[src/rtl/pipe_muldiv_seq.sv]
// Multi-cycle multiply/divide sequencer for the EXE stage.
// Runs a WIDTH-iteration shift-add multiplier or restoring divider on operand
// magnitudes, fixes up signs in one extra cycle, then presents a one-cycle
// HI/LO write. The pipeline is stalled from issue until the result is ready.
// ITER must equal WIDTH: one quotient/multiplier bit is consumed per iteration.
module pipe_muldiv_seq #(
    parameter int WIDTH = 32,
    parameter int ITER  = 32
) (
    input  logic             clk,
    input  logic             rst,
    input  logic             start,
    input  logic [1:0]       op,
    input  logic [WIDTH-1:0] src_a,
    input  logic [WIDTH-1:0] src_b,
    input  logic             flush,
    output logic             stall,
    output logic             busy,
    output logic             done,
    output logic             hi_lo_wena,
    output logic [WIDTH-1:0] hi,
    output logic [WIDTH-1:0] lo
);

    localparam int CW = (ITER > 1) ? $clog2(ITER) : 1;
    localparam logic [CW-1:0] LAST = CW'(ITER - 1);

    typedef enum logic [1:0] {
        IDLE = 2'd0,
        RUN  = 2'd1,
        FIX  = 2'd2,
        DONE = 2'd3
    } stateT;

    stateT            state;
    logic [CW-1:0]    iterCount;
    logic             divOp;       // 1 = divide, 0 = multiply
    logic             resultNeg;   // negate product / quotient at FIX
    logic             remNeg;      // negate remainder at FIX
    logic             divZero;     // divide by zero: bypass the datapath result
    logic [WIDTH-1:0] origA;       // raw dividend, returned in HI on divide by zero
    logic [WIDTH-1:0] magA;        // multiplicand magnitude (multiply)
    logic [WIDTH-1:0] magB;        // divisor magnitude (divide)
    logic [WIDTH-1:0] accHi;       // product high half / partial remainder
    logic [WIDTH-1:0] accLo;       // multiplier bits / dividend-then-quotient bits

    // Operand magnitudes at issue: signed ops (op[0]) work on absolute values.
    logic [WIDTH-1:0] absA;
    logic [WIDTH-1:0] absB;
    assign absA = (op[0] && src_a[WIDTH-1]) ? -src_a : src_a;
    assign absB = (op[0] && src_b[WIDTH-1]) ? -src_b : src_b;

    // Multiply step: add the multiplicand when the current multiplier LSB is set.
    logic [WIDTH-1:0] mulAddend;
    generate
        for (genvar gi = 0; gi < WIDTH; gi++) begin : gMulMask
            assign mulAddend[gi] = magA[gi] & accLo[0];
        end
    endgenerate

    logic [WIDTH:0] mulSum;
    assign mulSum = {1'b0, accHi} + {1'b0, mulAddend};

    // Divide step: shift the next dividend bit into the remainder and trial-subtract.
    // The shifted remainder needs one extra bit; the trial's MSB is its sign.
    logic [WIDTH:0] divShift;
    logic [WIDTH:0] divTrial;
    logic           divFits;
    assign divShift = {accHi, accLo[WIDTH-1]};
    assign divTrial = divShift - {1'b0, magB};
    assign divFits  = ~divTrial[WIDTH];

    // Sign fix-up of the unsigned results, modulo 2^WIDTH / 2^(2*WIDTH).
    logic [2*WIDTH-1:0] product;
    logic [2*WIDTH-1:0] prodSigned;
    logic [WIDTH-1:0]   quotSigned;
    logic [WIDTH-1:0]   remSigned;
    assign product    = {accHi, accLo};
    assign prodSigned = resultNeg ? -product : product;
    assign quotSigned = resultNeg ? -accLo : accLo;
    assign remSigned  = remNeg ? -accHi : accHi;

    // Sequencer: issue, iterate, sign fix-up, result cycle; flush aborts before DONE.
    always_ff @(posedge clk or negedge rst) begin
        if (!rst) begin
            state     <= IDLE;
            iterCount <= '0;
            divOp     <= 1'b0;
            resultNeg <= 1'b0;
            remNeg    <= 1'b0;
            divZero   <= 1'b0;
            origA     <= '0;
            magA      <= '0;
            magB      <= '0;
            accHi     <= '0;
            accLo     <= '0;
            hi        <= '0;
            lo        <= '0;
        end else begin
            case (state)
                IDLE: begin
                    if (start && !flush) begin
                        divOp     <= op[1];
                        resultNeg <= op[0] & (src_a[WIDTH-1] ^ src_b[WIDTH-1]);
                        remNeg    <= op[0] & src_a[WIDTH-1];
                        divZero   <= op[1] & (src_b == '0);
                        origA     <= src_a;
                        magA      <= absA;
                        magB      <= absB;
                        accHi     <= '0;
                        // Divide shifts the dividend out of accLo; multiply shifts the multiplier.
                        accLo     <= op[1] ? absA : absB;
                        iterCount <= '0;
                        state     <= RUN;
                    end
                end
                RUN: begin
                    if (flush) begin
                        state <= IDLE;
                    end else begin
                        if (divOp) begin
                            accHi <= divFits ? divTrial[WIDTH-1:0] : divShift[WIDTH-1:0];
                            accLo <= {accLo[WIDTH-2:0], divFits};
                        end else begin
                            accHi <= mulSum[WIDTH:1];
                            accLo <= {mulSum[0], accLo[WIDTH-1:1]};
                        end
                        iterCount <= iterCount + 1'b1;
                        if (iterCount == LAST) begin
                            state <= FIX;
                        end
                    end
                end
                FIX: begin
                    if (flush) begin
                        state <= IDLE;
                    end else begin
                        if (divZero) begin
                            hi <= origA;
                            lo <= '1;
                        end else if (divOp) begin
                            hi <= remSigned;
                            lo <= quotSigned;
                        end else begin
                            hi <= prodSigned[2*WIDTH-1:WIDTH];
                            lo <= prodSigned[WIDTH-1:0];
                        end
                        state <= DONE;
                    end
                end
                DONE: begin
                    state <= IDLE;
                end
                default: begin
                    state <= IDLE;
                end
            endcase
        end
    end

    // Status outputs: in IDLE the stall follows start so the issuing instruction holds in EXE.
    always_comb begin
        busy       = (state != IDLE);
        stall      = 1'b0;
        if (rst) begin
            if (state == IDLE) begin
                stall = start;
            end else begin
                stall = (state == RUN) || (state == FIX);
            end
        end
        done       = (state == DONE) && !flush;
        hi_lo_wena = done;
    end

endmodule

[config.mk]
export PLATFORM = sky130hd
export DESIGN_NAME = pipe_muldiv_seq
export DESIGN_NICKNAME = d
export VERILOG_FILES = /design/src/rtl/pipe_muldiv_seq.sv
export SDC_FILE = /design/constraint.sdc
export NUM_CORES = 1
export LEC_CHECK = 0
export BUFFER_PORTS_ARGS = -buffer_cell sky130_fd_sc_hd__buf_4
export CAP_MARGIN = 15
export CELL_PAD_IN_SITES_DETAIL_PLACEMENT = 0
export CELL_PAD_IN_SITES_GLOBAL_PLACEMENT = 1
export CORE_UTILIZATION = 50
export DETAILED_ROUTE_END_ITERATION = 10
export PLACE_DENSITY = 0.93
export SYNTH_ARGS = -nofsm -noshare
export SYNTH_HDL_FRONTEND = slang
export SYNTH_SLANG_ARGS = --single-unit
[constraint.sdc]
create_clock -name clk -period 6.11 [get_ports clk]
set_input_delay 1.222 -clock clk [delete_from_list [all_inputs] [get_ports clk]]
set_output_delay 1.222 -clock clk [all_outputs]
set_load 0.02 [all_outputs]
==> results.toml <==
[timing]
setup_viol = 0
rsz0062_at_grt = "false"
max_freq_mhz = 248
setup_ws_ns = 2.08
finalCriticalPeriod_ns = 4.03
fin_crit_sh = 0.659
hold_viol = 0
whs_ns = 0.477
slew_headroom = 0.239
drv_slew = 0
skew_ns = 0.0128
worstMarginPinSlew_ns = 1.14
setup_tns_ns = 0

[worst_setup_path]
critPathLaunchType = "flip-flop"
path_delay_family = "compound AO/OA/AOI/OAI gates"
cp-startpoint = "accLo[0]"
r2r.worst_path.cells = 11
worst-path-buf-inv = 0
critPathCapture = "accHi[31]"
r2r_slack_ns = 2.08
cp_cell_sequence = "and2_1 -> ha_1 -> a21o_1 -> or3_1 -> o21bai_1 -> a21oi_1 -> a211oi_1 -> o21ai_0 -> a221oi_1 -> o211ai_1 -> a32o_1"
crit_type = "reg2reg"
cp.depth = 11
r2r-start = "accLo[0]"
critPathMaxStageDelay_ns = 0.79
timing.rr.end = "accHi[31]"
path_max_fanout = 20
timing.critical_path.slowest_stage_cell = "dfrtp_1"
worstSetupEndpointType = "flip-flop"
arrival_ns = 4.48
required_ns = 6.56

[routing]
wl_met2_mm = 25.6
wl_per_cell_um = 22.6
dr_wl_met3_mm = 4.34
via_per_inst = 6.13
highest_layer = "met4"
drc = 0
wirelength_mm = 56.3
wl_met1_mm = 24.5
dr.first_iter.drc_count = 1250
drtPass1Iterations = 5
via_count = 15281
drtAntennaViolNets = 0

[place]
gp_congestion = 0.989
dp_cells = 2442
hpwl_mm = 42.4
place_ws_ns = 1.76
portBuffers = 137

[cts]
cts_max_path_buffers = 3
path_clk_slew_ns = 0.06
post_cts_buffers = 0
cts-root-buf = "clkbuf_16"
postCtsHoldBufs = 0
worstSkewPairLatency_ns = 0.57
clkSinkCount = 234
cts_tree = "built"
cts-resized-gates = 0
cts_buffers = 27
h-tree-depth = 1

[logic_synthesis]
syn_avg_cell_area_um2 = 8.49
synth_edf_count = 0
syn_area_um2 = 16700
ys.flop_type = "dfrtp_1"
ys_seq_area_frac = 0.351
synth_warnings = 0
synthArstFlopShare = 1.00
ys_ff_latch = 234
synthDistinctLibCells = 73
syn_nets = 2112
synthCells = 1966

[cells_and_area]
syn_to_final_growth_pct = 13.4
nFillCells = 3039
finalNonFillerCells = 2493
nets = 2176
layout_commonest_cell = "dfrtp_1"
final_cell_mix = "dfrtp_1, o21ai_0, nand2_1"
antenna_cells = 0
drive_gt1_frac = 0.132

[global_routing]
overflow = 0
grt_pass1_vias = 14672
track_usage = 0.330
grt_pass1_wl_mm = 85.6
antenna_found_initial = 2
grt_max_degree = 150

[status]
status = "completed"

[floorplanning]
die_area_um2 = 34100
core_area_um2 = 32700
die_h_um = 185
rows = 66
die_w_um = 185
start_util = 0.510
io_pins = 138

[hold_path]
min_path_type = "reg2reg"

[power]
max-vdd-ir-drop_v = 0.000244
p_switching_mw = 4.64
switching_share = 0.466
internal_power_mw = 5.32
power_frac_clock = 0.169
p_comb_frac = 0.539
cellPowerDensity_nw_per_um2 = 527
seq_power_share = 0.293
p_total_mw = 9.96
p_leak_nw = 8.50

[flow_run]
drv_cap = 0
## tightest hold or removal path, stage by stage, from the launching register on
cell and delay (ns):
dfrtp_1 0.33, nand2_1 0.05, o21ai_0 0.06
## flip-flops by register name, indices dropped and copies added, names as in the netlist
signal / count
accHi: 32
accLo: 32
hi: 32
lo: 32
magB: 32
origA: 32
magA: 31
iterCount: 5
state: 2
divOp: 1
divZero: 1
remNeg: 1
resultNeg: 1
## layout make-up
class	instances	area [um^2]	area share
multi-input cells	1544	10100	0.536
flip-flops and latches	234	5860	0.310
repair buffers	154	1190	0.0630
clock buffers	39	791	0.0418
well taps	442	553	0.0292
inverters	69	259	0.0137
clock inverters	11	124	0.00655
## worst min path at each step
stage                  start       end  slack [ns]  cells past startpoint
floorplan           magA[10]  magA[10]        0.44                      2
global placement       lo[0]     lo[0]        0.46                      2
detailed placement  magA[17]  magA[17]        0.47                      2
CTS                 magA[17]  magA[17]        0.48                      2
global route         magA[3]   magA[3]        0.51                      2
finish              magA[17]  magA[17]        0.48                      2
## power groups by stage
stage	logic (mW)	clock network [mW]	registers, mW
3_5_place_dp	5.28	0	2.92
3_3_place_gp	5.21	0	2.89
2_1_floorplan	3.87	0	2.68
5_1_grt	5.91	1.76	2.98
6_report	5.37	1.68	2.92
4_1_cts	5.30	1.70	2.89
## through the flow
step	area, um^2	utilization
6_report	18900	0.578
2_1_floorplan	16700	-
3_3_place_gp	18000	0.550
4_1_cts	18900	0.578
3_5_place_dp	18000	0.550
5_1_grt	18900	0.578
## cells in the mapped netlist, drive strengths merged, types with 11 or more instances
library cell / instances / area (um^2)
dfrtp: 234 / 5860
nor2: 121 / 454
nand4: 17 / 106
mux2: 50 / 563
and2: 44 / 275
o211ai: 22 / 165
or3: 14 / 98.9
mux2i: 75 / 751
o41ai: 15 / 139
nand2: 220 / 826
o31ai: 23 / 186
xor2: 90 / 788
a31oi: 11 / 68.8
o21a: 12 / 90.1
ha: 74 / 926
clkbuf: 105 / 394
nand3: 27 / 135
a22oi: 18 / 135
nor2b: 18 / 113
buf: 14 / 61.3
nand2b: 19 / 119
xnor2: 84 / 736
nor3: 32 / 160
a21o: 22 / 165
and3: 23 / 144
a21oi: 163 / 816
or4: 12 / 97.6
nor4: 18 / 113
o21ai: 229 / 1150
inv: 69 / 259
## per-layer routing
| layer | vias up | global-route usage |
|---|---|---|
| li1 | 7128 | - |
| met2 | 593 | 0.527 |
| met5 | - | 0 |
| met1 | 7458 | 0.452 |
| met3 | 102 | 0.0545 |
| met4 | 0 | 0.112 |
## logic make-up (layout without fill, tap and decap cells)
logic type,Yosys count,in the layout,synth area share
compound gates,583,583,0.210
xor+xnor,174,174,0.0913
fa+ha+maj,76,76,0.0579
buf+inv,188,273,0.0428
flops,234,234,0.351
mux,125,125,0.0787
simple gates,586,586,0.168
Note: power is estimated with default switching activity, not from simulation.
